<file path="config.mk">
export PLATFORM = sky130hd
export DESIGN_NAME = div_clk_monitor
export DESIGN_NICKNAME = d
export VERILOG_FILES = /design/src/rtl/div_clk_monitor_pkg.sv /design/src/rtl/div_clk_monitor_sync_edge_det.sv /design/src/rtl/div_clk_monitor.sv
export SDC_FILE = /design/constraint.sdc
export NUM_CORES = 1
export LEC_CHECK = 0
export CORE_MARGIN = 2
export CORE_UTILIZATION = 55
export CTS_CLUSTER_DIAMETER = 120
export CTS_CLUSTER_SIZE = 16
export DETAILED_ROUTE_END_ITERATION = 10
export PLACE_DENSITY = 0.83
export SLEW_MARGIN = 15
export SYNTH_ARGS = -nofsm -noshare
export SYNTH_HDL_FRONTEND = slang
export SYNTH_SLANG_ARGS = --single-unit
</file>
<file path="constraint.sdc">
create_clock -name clk_in -period 3 [get_ports clk_in]
set_input_delay 0.6 -clock clk_in [delete_from_list [all_inputs] [get_ports clk_in]]
set_output_delay 0.6 -clock clk_in [all_outputs]
set_load 0.005 [all_outputs]
</file>
<file path="src/rtl/div_clk_monitor_pkg.sv">
// Shared types and default parameters for the divided-clock monitor.
// Divider benches import the defaults so their targets match the monitor.
package div_clk_monitor_pkg;

    typedef enum logic [1:0] {
        IDLE    = 2'd0,
        MEASURE = 2'd1,
        LOCKED  = 2'd2
    } state_e;

    localparam int unsigned DEF_CNT_W      = 16;
    localparam int unsigned DEF_EXP_PERIOD = 200;
    localparam int unsigned DEF_TOL        = 2;
    localparam int unsigned DEF_LOCK_N     = 4;
    localparam int unsigned DEF_TIMEOUT    = 1024;

endpackage

</file>
<file path="src/rtl/div_clk_monitor_sync_edge_det.sv">
// Brings an asynchronous slow clock into the clk domain and flags its edges.
// Edge strobes are combinational on the flops, so they carry the _c suffix.
module sync_edge_det (
    input  logic clk,
    input  logic rst_n,
    input  logic d,
    output logic rise_c,
    output logic fall_c
);

    logic [1:0] sync;
    logic       dly;

    always_ff @(posedge clk or negedge rst_n) begin
        if (!rst_n) begin
            sync <= 2'b00;
            dly  <= 1'b0;
        end else begin
            sync <= {sync[0], d};
            dly  <= sync[1];
        end
    end

    assign rise_c = sync[1] & ~dly;
    assign fall_c = ~sync[1] & dly;

endmodule

</file>
<file path="src/rtl/div_clk_monitor.sv">
// Measures period and high time of a divided clock in clk_in cycles,
// tracks lock against a target period and flags a stalled input.
module div_clk_monitor
    import div_clk_monitor_pkg::*;
#(
    parameter int unsigned CNT_W      = DEF_CNT_W,
    parameter int unsigned EXP_PERIOD = DEF_EXP_PERIOD,
    parameter int unsigned TOL        = DEF_TOL,
    parameter int unsigned LOCK_N     = DEF_LOCK_N,
    parameter int unsigned TIMEOUT    = DEF_TIMEOUT
) (
    input  logic             clk_in,
    input  logic             rst,
    input  logic             slow_in,
    output logic [CNT_W-1:0] period_out,
    output logic [CNT_W-1:0] high_out,
    output logic             meas_valid,
    output logic             locked,
    output logic             timeout_err
);

    localparam int unsigned EXT_W   = CNT_W + 1;
    localparam int unsigned MATCH_W = $clog2(LOCK_N + 2);

    logic               rise_c;
    logic               fall_c;
    state_e             state;
    logic [CNT_W-1:0]   cnt;
    logic [MATCH_W-1:0] match;
    logic [EXT_W-1:0]   meas_c;
    logic [MATCH_W-1:0] match_inc_c;
    logic               in_tol_c;
    logic               lock_hit_c;
    logic               stall_c;

    sync_edge_det u_sync (
        .clk    (clk_in),
        .rst_n  (rst),
        .d      (slow_in),
        .rise_c (rise_c),
        .fall_c (fall_c)
    );

    // Measurement is the strobe-to-strobe distance; the extra bit keeps the window test wrap-free.
    always_comb begin
        meas_c      = EXT_W'(cnt) + EXT_W'(1);
        in_tol_c    = (meas_c >= EXT_W'(EXP_PERIOD - TOL)) &&
                      (meas_c <= EXT_W'(EXP_PERIOD + TOL));
        match_inc_c = match + MATCH_W'(1);
        lock_hit_c  = (match_inc_c >= MATCH_W'(LOCK_N));
        stall_c     = (cnt == CNT_W'(TIMEOUT - 1));
    end

    always_ff @(posedge clk_in or negedge rst) begin
        if (!rst) begin
            state       <= IDLE;
            cnt         <= '0;
            match       <= '0;
            period_out  <= '0;
            high_out    <= '0;
            meas_valid  <= 1'b0;
            locked      <= 1'b0;
            timeout_err <= 1'b0;
        end else begin
            meas_valid <= 1'b0;
            if (fall_c && (state != IDLE)) begin
                high_out <= meas_c[CNT_W-1:0];
            end
            case (state)
                IDLE: begin
                    cnt <= '0;
                    if (rise_c) begin
                        state <= MEASURE;
                    end
                end
                MEASURE, LOCKED: begin
                    // A rise on the last counted cycle wins over the stall check.
                    if (rise_c) begin
                        cnt         <= '0;
                        period_out  <= meas_c[CNT_W-1:0];
                        meas_valid  <= 1'b1;
                        timeout_err <= 1'b0;
                        if (in_tol_c) begin
                            if (lock_hit_c) begin
                                match  <= MATCH_W'(LOCK_N);
                                state  <= LOCKED;
                                locked <= 1'b1;
                            end else begin
                                match <= match_inc_c;
                            end
                        end else begin
                            match  <= '0;
                            state  <= MEASURE;
                            locked <= 1'b0;
                        end
                    end else if (stall_c) begin
                        state       <= IDLE;
                        cnt         <= '0;
                        match       <= '0;
                        locked      <= 1'b0;
                        timeout_err <= 1'b1;
                    end else begin
                        cnt <= cnt + CNT_W'(1);
                    end
                end
                default: state <= IDLE;
            endcase
        end
    end

endmodule

</file>
==> results.yml <==
run_status:
  outcome: "finished, final reports clean"
flow_run:
  cap_violations: 0
die:
  initial_core_util_pct: 56.58
  fp-row-count: 26
  pin_count: 38
  dieArea_um2: 5815
  die_h_um: 76.26
  fp.coreArea_um2: 5075
  chipWidth_um: 76.26
clock_network:
  post_cts_hold_buffer_count: 0
  clock_latency_reported_for_the_late_side_of_the_worst_skew_pair_ns: 0.33
  cts_sinks: 59
  cts_tree: "yes"
  cts-root-to-sink-buffers: 2
  number_of_clock_buffers_inserted_by_tritoncts: 9
  cts_resized: 0
  cts-root-buf: "sky130_fd_sc_hd__clkbuf_8"
  cts.htree.levels: 3
  clkSlewWorstSetupHoldPaths_ns: 0.06
  post_cts_repair_setup_buffers: 0
setup_path:
  worst_ep_arrival_time_ns: 2.91
  worstReg2RegEnd: "state[0]$_DFFE_PN0P_"
  critPathRequiredTime_ns: 3.22
  worstRegToRegCells: 8
  worstSetupStartpoint: "cnt[1]$_DFFE_PN0P_"
  critical_path.startpoint_type: "register"
  setup.reg_to_reg.worst_slack_ns: 0.31
  worst-path-max-fanout: 9
  capturing_element_of_the_worst_setup_path: "state[0]$_DFFE_PN0P_"
  end_kind: "register"
  crit-reg2reg-launch: "cnt[1]$_DFFE_PN0P_"
  critical_path_class: "register to register"
timing:
  layout_worst_path_cycle_share_pct: 89.65
  timing.fmax_mhz: 371.8
  hold_viol_final: 0
  rsz0062_at_grt: "false"
  maxSlewHeadroom_pct: 53.64
  tightest_slew_ns: 0.6954
  finalClockSkew_ns: 0.004990
  slew_violations: 0
  fin_setup_tns_ns: 0
  timing.final.setup_violations: 0
  min_period_ns: 2.690
routing:
  drt_drc_violations_left: 0
  detail_route.wirelength_um: 6212
  drt.antenna.violating_nets: 0
  first_pass_iteration_count_of_the_detailed_router: 5
  avgViaCountPerCell: 5.582
  routed-via-count: 2294
  drt_iter0_drc: 146
  average_wire_length_per_cell_after_detail_routing_um: 15.11
finish:
  fillcell_total: 426
  drive_above_1_share_pct: 7.918
  final_nets: 345
  area_growth_synth_to_finish_pct: 18.95
  antenna_cells_inserted: 0
  multiInputGateArea_um2: 1264
  layout.area.seq_um2: 1478
grt:
  grt_pass1_wl_um: 10690
  grt_start_max_net_pins: 41
  first_global_vias: 2255
  antenna_found_initial: 0
  track_usage_pct: 23.20
  grt_overflow_total: 0
pwr:
  p_leak_nw: 1.438
  power-per-cell-area_nw_per_um2: 568.1
  vdd_ir_drop_max_mv: 0.4252
  power.total_mw: 1.940
logic_synthesis:
  synth.distinct_cells: 37
  post_synth_instance_area_um2: 2872
  mappedNetlistNets: 315
  sequential_to_total_area_share_from_yosys_stat_pct: 51.42
  cell_count_after_synthesis: 306
  synth_area_per_cell_um2: 9.384
  yosys_warnings: 0
  postSynthRegisterBits: 59
min_path:
  min-delay-path-class: "input port to asynchronous set/reset pin"
place:
  dp.final_hpwl_um: 4396
  io_buffer_count: 37
  gp_congestion: 0.8772
==> layout make-up <==
| class | instances | share of cell area, % |
|---|---|---|
| inverter | 7 | 0.7692 |
| timing repair buffer | 40 | 11.36 |
| sequential | 59 | 43.26 |
| multi-input combinational | 219 | 37.00 |
| tap | 70 | 2.564 |
| clock buffer | 14 | 4.762 |
| clock inverter | 2 | 0.2930 |
==> report_power, final <==
| group | internal (mW) | switching (mW) | total (mW) |
|---|---|---|---|
| Clock | 0.343 | 0.288 | 0.631 |
| Combinational | 0.165 | 0.226 | 0.391 |
| Sequential | 0.854 | 0.0648 | 0.919 |
| Total | 1.36 | 0.578 | 1.94 |
==> cell usage after synthesis <==
cell	count	area share, %
sky130_fd_sc_hd__and4bb_1	1	0.44
sky130_fd_sc_hd__dfrtp_1	59	51
sky130_fd_sc_hd__xor2_1	4	1.2
sky130_fd_sc_hd__a211o_1	2	0.61
sky130_fd_sc_hd__or4b_4	1	0.48
sky130_fd_sc_hd__ha_1	6	2.6
sky130_fd_sc_hd__a31oi_1	2	0.44
sky130_fd_sc_hd__and4_4	2	0.78
sky130_fd_sc_hd__nand4_1	2	0.44
sky130_fd_sc_hd__o21ai_0	58	10
sky130_fd_sc_hd__or4_1	1	0.26
sky130_fd_sc_hd__nor2b_1	4	0.87
sky130_fd_sc_hd__nand4_4	1	0.74
sky130_fd_sc_hd__and3_1	1	0.22
sky130_fd_sc_hd__buf_2	6	1.0
sky130_fd_sc_hd__buf_6	2	0.78
sky130_fd_sc_hd__o22ai_1	1	0.22
sky130_fd_sc_hd__nor3_1	3	0.52
sky130_fd_sc_hd__a21oi_1	4	0.70
sky130_fd_sc_hd__nand2b_1	3	0.65
sky130_fd_sc_hd__nand2_1	60	7.8
sky130_fd_sc_hd__nor3_2	2	0.70
sky130_fd_sc_hd__mux2i_1	2	0.70
sky130_fd_sc_hd__o31ai_1	4	1.0
sky130_fd_sc_hd__a32o_1	1	0.35
sky130_fd_sc_hd__nand4_2	1	0.44
sky130_fd_sc_hd__buf_4	1	0.26
sky130_fd_sc_hd__nand3b_1	1	0.26
sky130_fd_sc_hd__clkbuf_1	12	1.6
sky130_fd_sc_hd__inv_1	7	0.92
sky130_fd_sc_hd__nor3b_1	2	0.52
sky130_fd_sc_hd__nor2_1	15	2.0
sky130_fd_sc_hd__nand3_1	14	2.4
sky130_fd_sc_hd__o41ai_2	2	1.1
sky130_fd_sc_hd__o21a_1	1	0.26
sky130_fd_sc_hd__nor4_1	5	1.1
sky130_fd_sc_hd__xnor2_1	13	4.0
==> sequential cells by signal, summed over array words and instances, names as in the netlist <==
register,flops
locked,1
timeout_err,1
u_sync.sync,2
cnt,16
period_out,16
state,2
match,3
u_sync.dly,1
high_out,16
meas_valid,1
==> per-layer routing <==
| layer | track usage [%] | wire length (um) | vias to the layer above |
|---|---|---|---|
| li1 | - | - | 1112 |
| met4 | 11.64 | 176 | 0 |
| met1 | 29.81 | 2697 | 1086 |
| met3 | 5.569 | 293 | 16 |
| met5 | 0 | 0 | - |
| met2 | 36.90 | 3046 | 80 |
==> how the worst min path moves through the flow <==
stage                             start                          to  cells after the start
4_1_cts                             rst    high_out[11]$_DFFE_PN0P_                      1
5_1_grt                             rst  period_out[15]$_DFFE_PN0P_                      1
2_1_floorplan                       rst          cnt[0]$_DFFE_PN0P_                      0
3_5_place_dp   u_sync.sync[0]$_DFF_PN0_    u_sync.sync[1]$_DFF_PN0_                      0
3_3_place_gp   u_sync.sync[0]$_DFF_PN0_    u_sync.sync[1]$_DFF_PN0_                      0
6_report                            rst    high_out[11]$_DFFE_PN0P_                      1
==> per-stage QoR <==
stage                     util [%]  worst slack (ns)  instance area, um2  hold WS [ns]  std cells
after detailed placement     63.88            0.2426                3242        0.3432        395
final                        67.31            0.3105                3416        0.1952        411
after floorplan                  -            0.8132                2872        0.3044        306
after global placement       63.88            0.4176                3242        0.3317        395
after global routing         67.31           0.01105                3416        0.2145        411
after CTS                    67.28            0.2258                3415        0.2019        411
==> cell usage in the layout (no fill, tap or decap), types with 3 or more instances in the layout <==
cell type / n
sky130_fd_sc_hd__clkbuf_1: 3
sky130_fd_sc_hd__nand2_1: 60
sky130_fd_sc_hd__clkdlybuf4s50_1: 36
sky130_fd_sc_hd__xor2_1: 4
sky130_fd_sc_hd__o21ai_0: 58
sky130_fd_sc_hd__clkbuf_8: 11
sky130_fd_sc_hd__nor4_1: 5
sky130_fd_sc_hd__inv_1: 7
sky130_fd_sc_hd__nand3_1: 14
sky130_fd_sc_hd__xnor2_1: 13
sky130_fd_sc_hd__nor3_1: 3
sky130_fd_sc_hd__o31ai_1: 4
sky130_fd_sc_hd__a21oi_1: 4
sky130_fd_sc_hd__ha_1: 6
sky130_fd_sc_hd__nor2b_1: 4
sky130_fd_sc_hd__dfrtp_1: 58
sky130_fd_sc_hd__buf_4: 3
sky130_fd_sc_hd__nor2_1: 15
sky130_fd_sc_hd__nand2b_1: 3
==> worst max-delay path, stage by stage (launching register included) <==
cell and delay, ns:
sky130_fd_sc_hd__dfrtp_1 0.49, sky130_fd_sc_hd__ha_1 0.38, sky130_fd_sc_hd__nand3_1 0.18, sky130_fd_sc_hd__nor4_1 0.39, sky130_fd_sc_hd__xnor2_1 0.23, sky130_fd_sc_hd__nand3_1 0.11
sky130_fd_sc_hd__nor2_1 0.19, sky130_fd_sc_hd__nand3_1 0.26, sky130_fd_sc_hd__a211o_1 0.33
==> cells by family (layout without fill, tap and decap cells) <==
kind of cell               count (synthesis)  in the layout  synth area share, %
AOI/OAI and AO/OA                         75             75                14.86
DFF                                       59             59                51.42
xor gates and xnor gates                  17             17                5.185
muxes                                      2              2               0.6972
and+or+nand+nor                          119            119                20.65
buffers and inverters                     28             63                4.575
adders and majority gates                  6              6                2.614
No activity file was read; power rests on OpenSTA's default activity.
